**config.mk**
```make
export PLATFORM = sky130hd
export DESIGN_NAME = rob_retire_ctrl
export DESIGN_NICKNAME = d
export VERILOG_FILES = /design/src/rtl/rob_retire_ctrl.sv
export SDC_FILE = /design/constraint.sdc
export NUM_CORES = 1
export LEC_CHECK = 0
export ABC_AREA = 1
export CAP_MARGIN = 20
export CORE_AREA = 2 2 60 62
export CTS_CLUSTER_SIZE = 24
export DETAILED_ROUTE_END_ITERATION = 8
export DIE_AREA = 0 0 62 64
export PLACE_DENSITY = 0.88
export SYNTH_ARGS = -nofsm -noshare
export SYNTH_HDL_FRONTEND = slang
export SYNTH_SLANG_ARGS = --single-unit
export TNS_END_PERCENT = 10
```
**constraint.sdc**
```tcl
create_clock -name i_clock -period 1.7 [get_ports i_clock]
set_clock_uncertainty 0.05 [all_clocks]
set_input_delay 0.34 -clock i_clock [delete_from_list [all_inputs] [get_ports i_clock]]
set_output_delay 0.34 -clock i_clock [all_outputs]
set_load 0.1 [all_outputs]
```
**src/rtl/rob_retire_ctrl.sv**
```systemverilog
// ROB retirement controller: in-order retire of up to N head entries, mispredict flush/drain, halt.
// Optional retired-instruction counter enabled by defining RETIRE_PERF_CNT_EN.
module rob_retire_ctrl #(
    parameter int N            = 3,
    parameter int ROB_SZ       = 32,
    parameter int DRAIN_CYCLES = 2,
    localparam int ROB_SZ_BITS = $clog2(ROB_SZ),
    localparam int CNT_BITS    = $clog2(N + 1)
) (
    input  logic                                i_clock,
    input  logic                                i_reset,
    input  logic [CNT_BITS-1:0]                 i_head_valid_cnt,
    input  logic [N-1:0]                        i_head_complete,
    input  logic [N-1:0]                        i_head_mispredict,
    input  logic [N-1:0]                        i_head_halt,
    input  logic [N-1:0][ROB_SZ_BITS-1:0]       i_head_ckpt_tail,
    output logic [CNT_BITS-1:0]                 o_num_retiring,
    output logic                                o_tail_restore_valid,
    output logic [ROB_SZ_BITS-1:0]              o_tail_restore,
    output logic                                o_flush,
    output logic                                o_dispatch_stall,
    output logic                                o_halted,
    output logic [31:0]                         o_retired_count
);

    localparam int DRN_BITS = 3;

    typedef enum logic [1:0] {
        ST_RUN,
        ST_FLUSH,
        ST_DRAIN,
        ST_HALTED
    } state_t;

    state_t                  r_state;
    state_t                  w_state_nxt;
    logic [DRN_BITS-1:0]     r_drain;
    logic [DRN_BITS-1:0]     w_drain_nxt;
    logic [ROB_SZ_BITS-1:0]  r_tail;
    logic [ROB_SZ_BITS-1:0]  w_tail_nxt;

    logic [CNT_BITS-1:0]     w_k;
    logic                    w_last_mis;
    logic                    w_last_halt;
    logic [ROB_SZ_BITS-1:0]  w_last_ckpt;

    // Scan head entries oldest-first; the run ends at the first incomplete/invalid
    // entry, or right after an entry that redirects the machine (mispredict or halt).
    always_comb begin
        logic v_stop;
        v_stop      = 1'b0;
        w_k         = '0;
        w_last_mis  = 1'b0;
        w_last_halt = 1'b0;
        w_last_ckpt = '0;
        for (int i = 0; i < N; i++) begin
            if (!v_stop) begin
                if ((CNT_BITS'(i) < i_head_valid_cnt) && i_head_complete[i]) begin
                    w_k         = CNT_BITS'(i + 1);
                    w_last_mis  = i_head_mispredict[i];
                    w_last_halt = i_head_halt[i];
                    w_last_ckpt = i_head_ckpt_tail[i];
                    v_stop      = i_head_mispredict[i] | i_head_halt[i];
                end else begin
                    v_stop = 1'b1;
                end
            end
        end
    end

    always_comb begin
        w_state_nxt          = r_state;
        w_drain_nxt          = r_drain;
        w_tail_nxt           = r_tail;
        o_num_retiring       = '0;
        o_flush              = 1'b0;
        o_tail_restore_valid = 1'b0;
        o_dispatch_stall     = 1'b0;
        o_halted             = 1'b0;
        case (r_state)
            ST_RUN: begin
                o_num_retiring = w_k;
                if (w_k != '0) begin
                    if (w_last_halt) begin
                        w_state_nxt = ST_HALTED;
                    end else if (w_last_mis) begin
                        w_state_nxt = ST_FLUSH;
                        w_tail_nxt  = w_last_ckpt;
                        w_drain_nxt = DRN_BITS'(DRAIN_CYCLES);
                    end
                end
            end
            ST_FLUSH: begin
                o_flush              = 1'b1;
                o_tail_restore_valid = 1'b1;
                o_dispatch_stall     = 1'b1;
                w_state_nxt          = ST_DRAIN;
            end
            ST_DRAIN: begin
                o_dispatch_stall = 1'b1;
                if (r_drain != '0) begin
                    w_drain_nxt = r_drain - 1'b1;
                end
                if (r_drain <= DRN_BITS'(1)) begin
                    w_state_nxt = ST_RUN;
                end
            end
            ST_HALTED: begin
                o_halted         = 1'b1;
                o_dispatch_stall = 1'b1;
            end
            default: begin
                w_state_nxt = ST_RUN;
            end
        endcase
        // Nothing may retire while reset is held, whatever the state register says.
        if (!i_reset) begin
            o_num_retiring = '0;
        end
    end

    always_ff @(posedge i_clock) begin
        if (!i_reset) begin
            r_state <= ST_RUN;
            r_drain <= '0;
            r_tail  <= '0;
        end else begin
            r_state <= w_state_nxt;
            r_drain <= w_drain_nxt;
            r_tail  <= w_tail_nxt;
        end
    end

    assign o_tail_restore = r_tail;

`ifdef RETIRE_PERF_CNT_EN
    logic [31:0] r_retired_count;

    always_ff @(posedge i_clock) begin
        if (!i_reset) begin
            r_retired_count <= '0;
        end else begin
            r_retired_count <= r_retired_count + 32'(o_num_retiring);
        end
    end

    assign o_retired_count = r_retired_count;
`else
    assign o_retired_count = 32'd0;
`endif

endmodule

```
* Word level (Yosys, flattened, before mapping)
Index checks and enable logic that the tools add are counted.
** Operators by class
- Add/subtract/negate cells :: 1
- $mul :: 0
- Div/mod/pow operators :: 0
- Magnitude comparators :: 4
- Eq/ne operators :: 9
- Shifts and indexed selects :: 0
- Mux-type cells :: 38
- Bitwise gates (word level) :: 3
- Reductions and logical operators :: 12
** Operator list (number)
- 5-bit 2-to-1 mux :: 5
- 2-bit 2-to-1 mux :: 10
- 1-bit 2-to-1 mux :: 17
- 3-bit 2-to-1 mux :: 4
- 2-bit inequality test (second input constant) :: 5
- 4-bit AND reduction :: 2
- 2-bit one-hot mux with 3 select lines :: 1
- 3-bit one-hot mux with 2 select lines :: 1
- 3-bit nonzero test :: 2
- 5-bit AND reduction :: 1
- 2-bit equality test (second input constant) :: 2
- 1-bit by 2-bit < comparator with 1-bit output (first input constant) :: 2
- 2-bit nonzero test :: 2
- 3-bit by 1-bit less-or-equal comparator with 1-bit output (second input constant) :: 1
- 1-bit logical AND :: 3
- 3-bit inequality test (second input constant) :: 1
- 3-bit OR reduction :: 1
- 3-bit by 1-bit subtractor with 3-bit output (second input constant) :: 1
- 2-bit by 1-bit equality test with 1-bit output (second input constant) :: 1
- 2-bit zero test :: 1
- 2-bit < comparator (first input constant) :: 1
- 1-bit bitwise OR :: 2
- 1-bit NOT :: 1
** Word-level totals
- Flip-flop bits (word level) :: 10
- Bits in latches :: 0
- RAM bits :: 0
- ROM bits :: 0
- Bits of input ports :: 28
- Output and inout port bits :: 43
- Word-level logic and storage cells :: 70
- Memories :: 0

* Logic depth before layout (Yosys ltp)
- Depth after elaboration :: 11
- Depth in mapped cells :: 12

* Worst setup path after synthesis
Ideal clock, no wire load.
- Kind :: reg-to-output
- Start point :: register r_state[0]
- End point :: output port o_num_retiring[1]
- Data arrival time :: 3.691 ns
- Required time :: 1.310 ns
- Setup slack :: -2.381 ns
- Stages on the path, launching flop included :: 5
- Buffers on the path :: 0
- Cells stage by stage :: dfxtp_1 -> inv_1 -> ha_1 -> inv_1 -> nor4_1
** On the way
- Cells in the longest elaborated chain, start to end :: 3
** Ends and longest elaborated chain
- start: declaration :: line 35 : state_t r_state;
- start signal: assignment :: line 128 : r_state <= w_state_nxt;
- 2-bit zero test :: line 80 : case (r_state)
- 2-bit 2-to-1 mux :: line 80
- 2-bit 2-to-1 mux :: line 117 : if (!i_reset) begin
- end: declaration :: line 17 : output logic [CNT_BITS-1:0] o_num_retiring,
Every way passes these cells.

* Worst setup path after layout
- Start point :: input port i_head_complete[2]
- End point :: output port o_num_retiring[0]
** On the way
- Cells in the longest elaborated chain, start to end :: 5
** Ends and longest elaborated chain
- start: declaration :: line 13 : input logic [N-1:0] i_head_complete,
- 1-bit logical AND :: line 58 : if ((CNT_BITS'(i) < i_head_valid_cnt) && i_head_complete[i]) begin
- 2-bit 2-to-1 mux :: line 58
- 2-bit 2-to-1 mux :: line 57 : if (!v_stop) begin
- 2-bit 2-to-1 mux :: line 80
- 2-bit 2-to-1 mux :: line 117
Every way passes these cells.

==> flow_metrics.py <==
metrics = {
    "critical_path": {
        "endpoint_kind": "output pin",
        "start_kind": "primary input",
        "max_stage_delay_ps": 230,
        "ff2ff_path_depth": 11,
        "r2r_end": "r_drain[2]$_SDFFE_PN0P_",
        "worstPathRequired_ps": 1310,
        "r2r-start": "r_state[0]$_SDFFE_PN0P_",
        "slowest_stage": "nor3_4",
        "worstPathCellList": "clkdlybuf4s15_1 -> nand2_2 -> nor3_4 -> o21ai_2 -> nor3_4 -> buf_12",
        "rrSetupSlack_ps": 190,
        "critPathKind": "in2out",
        "crit_arrival_ps": 1370,
        "critPathMaxFanout": 2,
        "cp_common_cell": "nor3_4",
    },
    "synthesis": {
        "synth-simple-area-share_pct": 37.62,
        "ys_top_cells_by_area": "buf_4 22%, dfxtp_1 17%, nand2_1 14%",
        "synth_seq_cells": 10,
        "ys_seq_area_share_pct": 17.15,
        "synth_edf_count": 0,
        "synth_ff_type": "dfxtp_1",
        "syn_avg_cell_area_um2": 6.414,
        "yosysTopAreaCell": "buf_4",
        "synth_cell_types": 21,
        "yosysWarnings": 0,
        "synth_cells": 182,
        "syn-cell-area_mm2": 0.001167,
        "synth_top_family_by_area": "simple AND/OR/NAND/NOR gates",
        "synthMuxAreaShare_pct": 0,
        "synth_xor_area_share_pct": 0.7503,
        "synth_compound_area_share_pct": 6.860,
        "yosysTopAreaCellShare_pct": 21.86,
        "synthAdderAreaFrac_pct": 9.646,
        "ys_async_sr_fraction_pct": 0,
    },
    "worst_hold_path": {
        "worstHoldPathType": "reg2reg",
        "hold_start": "r_drain[1]$_SDFFE_PN0P_",
        "holdPathStages": 2,
        "hold_end": "r_drain[1]$_SDFFE_PN0P_",
    },
    "pwr": {
        "power.switching_mw": 1.442,
        "clockPowerShare_pct": 8.8,
        "swShare_pct": 57.03,
        "combPwrFrac_pct": 78.3,
        "p_seq_share_pct": 12.8,
        "peakVddDrop_uv": 1608,
        "p_total_mw": 2.529,
        "p_leak_nw": 0.8824,
        "internal-power_mw": 1.087,
        "cellPowerDensity_mw_per_mm2": 1385,
    },
    "job": {
        "drv_cap": 0,
    },
    "cells_and_area": {
        "drive_above_1_share_pct": 27.80,
        "layout_commonest_cell": "nand2_1",
        "final_cell_area_mm2": 0.001827,
        "fillerInstances": 294,
        "finalNonFillerCells": 287,
        "area_growth_pct": 56.48,
        "final_util_pct": 55.62,
        "nets": 279,
        "seq_area_um2": 202.7,
        "num_antenna_cells": 0,
        "multi_input_area_um2": 830.8,
        "most-common-layout-cells": "42 x nand2_1, 32 x conb_1, 19 x buf_4",
    },
    "clock_network": {
        "holdBufCountCts": 0,
        "cts_made_buffers": 3,
        "cts_root_buf": "clkbuf_4",
        "cts_tree": "yes",
        "cts.reportedPaths.clkPinSlew_ps": 70,
        "clk_path_buf_depth": 2,
        "cts_max_level": 1,
        "worstSkewPairLatency_ps": 270,
        "clock_sinks": 10,
    },
    "place": {
        "hpwl_mm": 2.238,
        "placed_cell_area_mm2": 0.001724,
        "place_ws_ps": -428.3,
        "numPortBuffers": 38,
        "placedCellCount": 275,
        "place_congestion": 0.7940,
    },
    "sta": {
        "fin_crit_sh_pct": 103.8,
        "rsz0062_at_grt": "yes",
        "finalHoldViolCount": 0,
        "slew_violations": 0,
        "finalSetupViolations": 2,
        "setup_slack_ps": -64.03,
        "post-route-min-period_ps": 1764,
        "hold_slack_ps": 416.0,
        "fmax_mhz": 566.9,
        "finalSetupTns_ps": -95.75,
    },
    "floorplanning": {
        "io_pins": 71,
        "core_mm2": 0.003284,
        "fp.dieH_um": 64,
        "placementRows": 21,
        "dieArea_mm2": 0.003968,
        "start_util_pct": 35.54,
        "die_x_um": 62,
    },
    "drt": {
        "drt-initial-drc-count": 96,
        "viasPerCell": 4.334,
        "firstDrtPassIters": 4,
        "ant_nets": 0,
        "routed_wl_mm": 2.862,
        "dr_total_vias": 1244,
        "wire_per_inst_um": 9.972,
        "drc_errors": 0,
    },
    "global_route": {
        "grt_max_degree": 12,
        "groute.usage.overall_pct": 14.27,
        "grt_pass1_wl_mm": 4.395,
        "first_global_vias": 1088,
        "antenna_found_initial": 0,
        "grt-ovfl-total": 0,
    },
    "status": {
        "outcome": "complete, but fails checks",
        "violations": "negative setup slack",
    },
}
==> flip-flops by register name, summed over array words and instances (netlist names) <==
register / flops
r_state: 2
r_drain: 3
o_tail_restore: 5
==> cell families after synthesis <==
| group | Yosys count |
|---|---|
| flip-flops | 10 |
| buffers and inverters | 52 |
| AND/OR/NAND/NOR | 94 |
| adder cells (fa/ha/maj) | 9 |
| AO/OA/AOI/OAI | 15 |
| other | 1 |
| XOR/XNOR | 1 |
==> layout make-up <==
cell class,instances,area share [%]
sequential,10,11.10
inverter,18,3.904
multi-input combinational,151,45.48
tap,46,3.151
timing repair buffer,58,34.38
clock buffer,4,1.986
==> worst max-delay path by stage <==
| stage | cells after the start | start | to | slack [ps] |
|---|---|---|---|---|
| after detailed placement | 9 | i_head_valid_cnt[1] | o_tail_restore[4]$_SDFFE_PN0P_ | -430 |
| after global placement | 9 | i_head_valid_cnt[1] | o_tail_restore[4]$_SDFFE_PN0P_ | -380 |
| after floorplan | 3 | i_head_halt[0] | o_num_retiring[1] | -370 |
| after CTS | 5 | r_state[1]$_SDFFE_PN0P_ | o_num_retiring[1] | -90 |
| after global routing | 6 | i_head_complete[2] | o_num_retiring[0] | -100 |
| final | 6 | i_head_complete[2] | o_num_retiring[0] | -60 |
==> cells in the mapped netlist, types with 3 or more instances <==
cell type / number
a21oi_1: 10
buf_4: 34
dfxtp_1: 10
ha_1: 9
inv_1: 16
nand2_1: 44
nand2_2: 3
nand3_1: 18
nand3_2: 4
nand4_1: 4
nor2_1: 16
o21ai_0: 3
==> power by group through the flow <==
stage / combinational, mW / clock (mW) / sequential (mW)
final: 1.98 / 0.223 / 0.325
after global routing: 2.13 / 0.241 / 0.331
after CTS: 1.95 / 0.230 / 0.322
after detailed placement: 1.83 / 0 / 0.327
after global placement: 1.81 / 0 / 0.325
after floorplan: 1.40 / 0 / 0.353
==> repair_timing <==
action | CTS | global route
endpoints found under the setup margin | 12 | 13
buffers inserted | 7 | 1
hold endpoints to repair | 0 | 0
resized for setup | 30 | 7
pin swaps | 7 | 3
==> routing by layer <==
| layer | vias up | track usage (%) | part of all wire [%] |
|---|---|---|---|
| li1 | 631 | - | - |
| met1 | 564 | 18.65 | 42 |
| met2 | 47 | 23.18 | 51 |
| met3 | 2 | 4.453 | 6.4 |
| met4 | 0 | 1.862 | 0.73 |
| met5 | - | 0 | 0 |
==> critical path: cells and delay by family <==
family,cells,cell delay [ps]
simple gates,3,510
buf+inv,2,410
compound gates,1,110
No activity file was read; power rests on OpenSTA's default activity.
